[src/rtl/reg_wb_queue.sv]
// Register-file writeback queue: in-order FIFO that drains one write per cycle to the
// regfile port and flags pending writes. Define REG_WB_BYPASS_EN to add youngest-match forwarding.
module reg_wb_queue #(
  parameter int DEPTH  = 4,
  parameter int DATA_W = 8,
  parameter int ADDR_W = 3
) (
  input  logic                     clk,
  input  logic                     rst_n,
  input  logic                     in_valid,
  output logic                     in_ready,
  input  logic [ADDR_W-1:0]        in_addr,
  input  logic [DATA_W-1:0]        in_data,
  input  logic                     rf_stall,
  output logic                     rf_we,
  output logic [ADDR_W-1:0]        rf_waddr,
  output logic [DATA_W-1:0]        rf_wdata,
  output logic [$clog2(DEPTH):0]   q_level,
  output logic                     q_empty,
  input  logic [ADDR_W-1:0]        chk_addr1,
  input  logic [ADDR_W-1:0]        chk_addr2,
  output logic                     pend1,
  output logic                     pend2,
  output logic                     fwd_valid1,
  output logic [DATA_W-1:0]        fwd_data1,
  output logic                     fwd_valid2,
  output logic [DATA_W-1:0]        fwd_data2
);
  localparam int PTR_W = $clog2(DEPTH);
  localparam int LVL_W = PTR_W + 1;

  logic [ADDR_W-1:0] addr_mem [DEPTH];
  logic [DATA_W-1:0] data_mem [DEPTH];

  logic [PTR_W-1:0]  wr_ptr_reg, rd_ptr_reg;
  logic [LVL_W-1:0]  count_reg;
  logic              rf_we_reg;
  logic [ADDR_W-1:0] rf_waddr_reg;
  logic [DATA_W-1:0] rf_wdata_reg;

  logic push, pop;

  assign in_ready = (count_reg != LVL_W'(DEPTH));
  assign push     = in_valid && in_ready;
  // Pop decision uses the pre-edge level, so a push into an empty queue is never popped on the same edge.
  assign pop      = (count_reg != '0) && !rf_stall;

  always_ff @(posedge clk) begin
    if (push) begin
      addr_mem[wr_ptr_reg] <= in_addr;
      data_mem[wr_ptr_reg] <= in_data;
    end
  end

  always_ff @(posedge clk or negedge rst_n) begin
    if (!rst_n) begin
      wr_ptr_reg   <= '0;
      rd_ptr_reg   <= '0;
      count_reg    <= '0;
      rf_we_reg    <= 1'b0;
      rf_waddr_reg <= '0;
      rf_wdata_reg <= '0;
    end else begin
      if (push) wr_ptr_reg <= wr_ptr_reg + PTR_W'(1);
      if (pop)  rd_ptr_reg <= rd_ptr_reg + PTR_W'(1);
      case ({push, pop})
        2'b10:   count_reg <= count_reg + LVL_W'(1);
        2'b01:   count_reg <= count_reg - LVL_W'(1);
        default: count_reg <= count_reg;
      endcase
      rf_we_reg <= pop;
      if (pop) begin
        rf_waddr_reg <= addr_mem[rd_ptr_reg];
        rf_wdata_reg <= data_mem[rd_ptr_reg];
      end
    end
  end

  assign rf_we    = rf_we_reg;
  assign rf_waddr = rf_waddr_reg;
  assign rf_wdata = rf_wdata_reg;
  assign q_level  = count_reg;
  assign q_empty  = (count_reg == '0);

  // Slot gi is the gi-th oldest live entry; higher gi means younger.
  logic [PTR_W-1:0] slot_idx [DEPTH];
  logic [DEPTH-1:0] hit1, hit2;

  genvar gi;
  generate
    for (gi = 0; gi < DEPTH; gi++) begin : g_slot
      logic slot_live;
      assign slot_idx[gi] = rd_ptr_reg + PTR_W'(gi);
      assign slot_live    = (LVL_W'(gi) < count_reg);
      assign hit1[gi]     = slot_live && (addr_mem[slot_idx[gi]] == chk_addr1);
      assign hit2[gi]     = slot_live && (addr_mem[slot_idx[gi]] == chk_addr2);
    end
  endgenerate

  assign pend1 = (|hit1) || (rf_we_reg && (rf_waddr_reg == chk_addr1));
  assign pend2 = (|hit2) || (rf_we_reg && (rf_waddr_reg == chk_addr2));

`ifdef REG_WB_BYPASS_EN
  // In-flight stage is the fallback; walking oldest to youngest lets the newest match win.
  always_comb begin
    fwd_data1 = rf_wdata_reg;
    fwd_data2 = rf_wdata_reg;
    for (int k = 0; k < DEPTH; k++) begin
      if (hit1[k]) fwd_data1 = data_mem[slot_idx[k]];
      if (hit2[k]) fwd_data2 = data_mem[slot_idx[k]];
    end
  end
  assign fwd_valid1 = pend1;
  assign fwd_valid2 = pend2;
`else
  assign fwd_valid1 = 1'b0;
  assign fwd_valid2 = 1'b0;
  assign fwd_data1  = '0;
  assign fwd_data2  = '0;
`endif

endmodule

[config.mk]
export PLATFORM = sky130hd
export DESIGN_NAME = reg_wb_queue
export DESIGN_NICKNAME = d
export VERILOG_FILES = /design/src/rtl/reg_wb_queue.sv
export SDC_FILE = /design/constraint.sdc
export NUM_CORES = 1
export LEC_CHECK = 0
export ABC_CLOCK_PERIOD_IN_PS = 3400
export BUFFER_PORTS_ARGS = -buffer_cell sky130_fd_sc_hd__buf_2
export CORE_MARGIN = 2
export CORE_UTILIZATION = 50
export CTS_BUF_LIST = sky130_fd_sc_hd__clkbuf_8 sky130_fd_sc_hd__clkbuf_16
export DETAILED_ROUTE_END_ITERATION = 8
export PLACE_DENSITY_LB_ADDON = 0.1
export SLEW_MARGIN = 25
export SYNTH_ARGS = -nofsm -noshare
export SYNTH_HDL_FRONTEND = slang
export SYNTH_SLANG_ARGS = --single-unit
[constraint.sdc]
create_clock -name clk -period 3.4 [get_ports clk]
set_input_delay 0.85 -clock clk [delete_from_list [all_inputs] [get_ports clk]]
set_output_delay 0.85 -clock clk [all_outputs]
set_load 0.005 [all_outputs]
Word level (Yosys, flattened, before mapping)
Memories as Yosys holds them, arrays and structs flattened. A register that Yosys moved wholly into a read port is not among the register bits.
Index checks and enable logic that the tools add are counted.

word-level totals
  register bits = 11
  bits in latches = 0
  memory bits (writable) = 44
  memory bits (read-only) = 0
  bits of input ports = 21
  output and inout bits = 37
  logic and storage cells = 54
  memories kept = 2

memories
  memory    words  width  read ports  clocked after memory_dff  write ports  line  RTL
  data_mem  4      8      1           1                         1            33    logic [DATA_W-1:0] data_mem [DEPTH];
  addr_mem  4      3      4           0                         1            32    logic [ADDR_W-1:0] addr_mem [DEPTH];

cells by class
  add/subtract/negate cells = 6
  $mul = 0
  div/mod/pow operators = 0
  order comparisons = 4
  equal/unequal tests = 13
  shift operators = 0
  multiplexer cells = 3
  bitwise gates (word level) = 0
  reduce and logical (&&, ||, !) cells = 21

operator list
  cell                   number
  $eq A3 B3 Y1           10
  $logic_and A1 B1 Y1    12
  $reduce_or A4 Y1       2
  $lt A1 B3 Y1 const A   2
  $lt A2 B3 Y1 const A   2
  $pmux W3 S2            1
  $add A2 B1 Y2 const B  2
  $add A2 B2 Y2 const B  2
  $add A3 B1 Y3 const B  1
  $logic_not A3 Y1       1
  $ne A3 B3 Y1 const B   1
  $reduce_bool A3 Y1     1
  $sub A3 B1 Y3 const B  1
  $eq A2 B1 Y1 const B   1
  $eq A2 B2 Y1 const B   1
  $logic_not A1 Y1       2
  $logic_or A1 B1 Y1     2
  $mux W1                2
  $reduce_bool A2 Y1     1

Logic depth before layout (Yosys ltp)
An unclocked memory read counts as a cell.

  depth in word-level cells = 6
  depth in mapped cells = 10
  gate-level depth less buffers = 9

Worst setup path before layout
OpenSTA, ideal clock, no wires.

  kind = input port to output port
  start = in chk_addr1[0]
  end = out pend1
  arrival time = 1,604 ps
  required time = 2,550 ps
  path slack = 946 ps
  cell stages on the path = 5
  buffers on the path = 1
  path through = buf_1 -> xnor2_1 -> and4_1 -> a41oi_1 -> nand4_1

on the way
  cells in the longest elaborated chain, start to end = 4
  elaborated cells on any way between the ends = 12
  those cells by class = eq/ne: 5; reduce/logical: 7

RTL lines
  item                    line  RTL
  start, declared         20    input logic [ADDR_W-1:0] chk_addr1,
  $eq A3 B3 Y1            95    assign hit1[gi] = slot_live && (addr_mem[slot_idx[gi]] == chk_addr1);
  $logic_and A1 B1 Y1     95
  $reduce_or A4 Y1        100   assign pend1 = (|hit1) || (rf_we_reg && (rf_waddr_reg == chk_addr1));
  $logic_or A1 B1 Y1 (*)  100
  end, declared           22    output logic pend1,

Mark *: on every way between the ends. The rest lies on a longest branch, timed or not.

Worst setup path after layout
  start = reg rd_ptr_reg[1]
  end = out pend1

on the way
  cells in the longest elaborated chain, start to end = 6
  elaborated cells on any way between the ends = 14
  those cells by class = add/sub: 3; eq/ne: 4; reduce/logical: 6; memory: 1

RTL lines
  item                                            line  RTL
  start, declared                                 35    logic [PTR_W-1:0] wr_ptr_reg, rd_ptr_reg;
  start signal, assigned                          65    if (pop) rd_ptr_reg <= rd_ptr_reg + PTR_W'(1);
  $add A2 B1 Y2 or $add A2 B2 Y2 (tied branches)  93    assign slot_idx[gi] = rd_ptr_reg + PTR_W'(gi);
  $mem_v2 Z4 W3 (*)                               --
  $eq A3 B3 Y1                                    95
  $logic_and A1 B1 Y1                             95
  $reduce_or A4 Y1 (*)                            100
  $logic_or A1 B1 Y1 (*)                          100

Marks and branches as above.

==> PnR_summary.wiki <==
{| class="wikitable"
! Metric !! Value
|-
| CP Data Required Time || 2.55 ns
|-
| Initial standard-cell utilization of the core || 52.4%
|-
| Number of placed instances with taps included || 345
|-
| Total power per unit cell area || 868 mW/mm^2
|-
| Number of buffers created by CTS || 9
|-
| Count of mapped cells out of synthesis || 241
|-
| Hold Vio Cnt, Final || 0
|-
| Count of final max-slew check failures || 0
|-
| Worst Max-Slew Pin Slew || 0.656 ns
|-
| R2r startpoint || q_level[0]
|-
| Largest voltage drop on the vdd net || 0.409 mV
|-
| Floorplan core area || 0.00642 sq mm
|-
| Initial antenna violation count || 0
|-
| Count of unresolved DRC violations after routing || 0
|-
| Final setup violation count || 0
|-
| CP Buf/Inv Count || 2
|-
| Area of the mapped netlist || 0.00337 sq mm
|-
| Critical-path cell with the highest stage delay || sky130_fd_sc_hd__dfrtp_1
|-
| Leftover overflow at the end of global routing || 0
|-
| Clock latency on the worst-skew pair || 0.34 ns
|-
| Setup Crit Path Kind || reg2out
|-
| Min Tclk post-route || 3.14 ns
|-
| Estimated wirelength of the detail-placed design || 4070 um
|-
| H-tree lvl count || 3
|-
| Max-capacitance violation count || 0
|-
| Via count of the first global-routing pass || 1885
|-
| TritonCTS clock tree || yes
|-
| Post-route worst hold slack || 0.439 ns
|-
| Finished Layout Cells || 361
|-
| Clk pin slew, worst setup/hold paths || 0.07 ns
|-
| Number of instances resized during post-cts repair || 0
|-
| Reg-to-reg critical path endpoint || q_level[2]
|-
| Horizontal die dimension || 86.1 um
|-
| Number of cells on the critical path || 7
|-
| Register bit count reported by yosys || 63
|-
| Element type at the critical path start || register
|-
| Routed vias/inst || 5.14
|-
| First-pass GRT wire length || 9360 um
|-
| Area post-placement || 0.00348 sq mm
|-
| Ant diodes || 0
|-
| Number of distinct library cells after synthesis || 37
|-
| Setup slack of the most critical reg-to-reg path || 0.93 ns
|-
| Yosys warning total || 0
|-
| Skew final || 0.0111 ns
|-
| Highest net fanout along the worst path || 9
|-
| I/O pin cnt || 58
|-
| Kind of end point of the critical path || output port
|-
| Total Nets Final || 309
|-
| Worst path cell trace || buf_4, mux4_1, xnor2_1, and4_1, a41oi_1, nand4_1, buf_2
|-
| Max Clock Freq || 319 MHz
|-
| Delay of the slowest cell on the worst path || 0.54 ns
|-
| Via count || 1855
|-
| Share of the synthesized area in the top cell type || 39.2%
|-
| Leading post-synthesis cells by cell area || sky130_fd_sc_hd__edfxtp_1 39%, sky130_fd_sc_hd__dfrtp_1 14%, sky130_fd_sc_hd__mux4_2 6.0%
|-
| Worst hold path class || in2async
|-
| Worst max-slew margin expressed relative to the limit || 56.3%
|-
| CTS Hold Buffers Added || 0
|-
| Mapped Avg Cell Area || 14.0 sq um
|-
| Launch point of the critical path || rd_ptr_reg[1]
|-
| Leakage component of the power || 1.54 nW
|-
| Area growth, synth to finish || 8.99%
|-
| Flip-flop count of the largest register after layout || 32
|-
| Final GP Congestion || 0.847
|-
| Total power || 3.19 mW
|-
| TNS Setup || 0 ns
|-
| Maximum root-to-sink buffer count || 2
|-
| Overall global routing resource usage || 16.8%
|-
| Share of layout cells above drive strength 1 || 28.9%
|-
| Die ar. || 0.00741 sq mm
|-
| Final worst-path cycle share || 92.3%
|-
| R2R depth || 8
|-
| Die outline height || 86.1 um
|-
| Number of routed nets with antenna violations || 0
|-
| DR pass1 iterations || 5
|-
| Setup repair after global routing missed its margin || false
|-
| Total number of placement rows || 29
|-
| Maximum number of pins on one net before global-route repair || 20
|-
| Post-route standard cell area excluding fillers || 0.00367 sq mm
|-
| Clock root cell || sky130_fd_sc_hd__clkbuf_8
|-
| Sequential cell area fraction in the yosys report || 53.3%
|-
| Kind of cell adding the most delay to the critical path || flip-flops
|-
| Routed length per placed instance || 15.8 um
|-
| Outcome || finished clean
|-
| Post-CTS Setup Repair Bufs || 0
|-
| Signal arrival time at the worst endpoint || 2.29 ns
|-
| Overall routed net length || 5720 um
|-
| Detailed router's first-iteration violation count || 76
|-
| Clock sink count || 63
|-
| Quantity of I/O buffers inserted on ports || 39
|-
| Post-synth top area cell || sky130_fd_sc_hd__edfxtp_1
|-
| Total of fill cells in the finished design || 537
|}
## worst max path at each step
stage,endpoint
floorplan,pend1
global placement,pend1
detailed placement,pend1
CTS,pend1
global route,pend1
finish,pend1
## per-layer routing
layer  vias to the layer above  global-route usage [%]  share of wire (%)
li1                        895                       -                  -
met1                       898                    21.7                 45
met2                        55                    27.3                 49
met3                         7                    4.33                5.0
met4                         0                    6.78                1.1
met5                         -                       0                  0
## layout make-up
type / instances / area (sq um) / area share [%]
Tap cell: 77 / 96.3 / 2.62
Clock inverter: 7 / 63.8 / 1.74
Sequential cell: 63 / 1800 / 48.9
Inverter: 6 / 22.5 / 0.613
Clock buffer: 9 / 124 / 3.37
Multi-Input combinational cell: 156 / 1340 / 36.6
Timing Repair Buffer: 43 / 225 / 6.13
## kinds of logic after synthesis
family | synth area share, %
compound gates | 1.71
xor+xnor | 9.36
flops | 53.3
fa+ha+maj | 3.34
other cells | 0.111
mux | 16.3
buf+inv | 8.69
simple gates | 7.17
## power by group
group / switching (mW) / leakage, nW / total, mW / internal (mW)
logic: 0.674 / 0.815 / 1.36 / 0.688
clock network: 0.277 / 0.0941 / 0.608 / 0.332
registers: 0.164 / 0.633 / 1.22 / 1.05
## metrics by stage
stage	setup WS (ns)	util (%)
global route	0.125	57.2
CTS	0.247	57.2
floorplan	0.946	-
finish	0.262	57.2
global placement	0.635	54.2
detailed placement	0.612	54.2
## cells in the mapped netlist
cell,number
sky130_fd_sc_hd__and4_1,2
sky130_fd_sc_hd__mux2_1,2
sky130_fd_sc_hd__o21ai_0,5
sky130_fd_sc_hd__buf_12,1
sky130_fd_sc_hd__edfxtp_1,44
sky130_fd_sc_hd__or3_1,1
sky130_fd_sc_hd__buf_4,23
sky130_fd_sc_hd__and3_1,4
sky130_fd_sc_hd__mux2_4,8
sky130_fd_sc_hd__inv_1,5
sky130_fd_sc_hd__nor2b_1,1
sky130_fd_sc_hd__buf_2,3
sky130_fd_sc_hd__a41oi_1,2
sky130_fd_sc_hd__clkbuf_8,1
sky130_fd_sc_hd__o21bai_1,1
sky130_fd_sc_hd__conb_1,1
sky130_fd_sc_hd__dfrtp_1,19
sky130_fd_sc_hd__or2_2,1
sky130_fd_sc_hd__xor2_1,19
sky130_fd_sc_hd__buf_1,1
sky130_fd_sc_hd__nand2_1,31
sky130_fd_sc_hd__clkbuf_1,1
sky130_fd_sc_hd__mux2_2,2
sky130_fd_sc_hd__nand4_1,8
sky130_fd_sc_hd__mux4_1,2
sky130_fd_sc_hd__buf_8,2
sky130_fd_sc_hd__mux2i_2,4
sky130_fd_sc_hd__mux4_2,9
sky130_fd_sc_hd__buf_6,1
sky130_fd_sc_hd__nor2_1,2
sky130_fd_sc_hd__ha_1,9
sky130_fd_sc_hd__mux2i_1,5
sky130_fd_sc_hd__a21o_1,1
sky130_fd_sc_hd__xnor2_1,17
sky130_fd_sc_hd__and2_1,1
sky130_fd_sc_hd__mux2i_4,1
sky130_fd_sc_hd__clkinv_1,1
## placed cells by master, fill, tap and decap left out, types with 3 or more instances in the layout
cell type and n:
sky130_fd_sc_hd__clkinv_1 3, sky130_fd_sc_hd__mux2i_1 5, sky130_fd_sc_hd__xor2_1 19, sky130_fd_sc_hd__nand4_1 8, sky130_fd_sc_hd__mux2_4 8, sky130_fd_sc_hd__xnor2_1 17, sky130_fd_sc_hd__inv_1 5, sky130_fd_sc_hd__buf_2 39
sky130_fd_sc_hd__and3_1 4, sky130_fd_sc_hd__mux4_2 9, sky130_fd_sc_hd__buf_4 4, sky130_fd_sc_hd__nand2_1 31, sky130_fd_sc_hd__clkbuf_8 9, sky130_fd_sc_hd__edfxtp_1 44, sky130_fd_sc_hd__o21ai_0 5, sky130_fd_sc_hd__conb_1 18
sky130_fd_sc_hd__ha_1 9, sky130_fd_sc_hd__dfrtp_1 19, sky130_fd_sc_hd__mux2i_2 4
(Power assumes the default switching activity.)
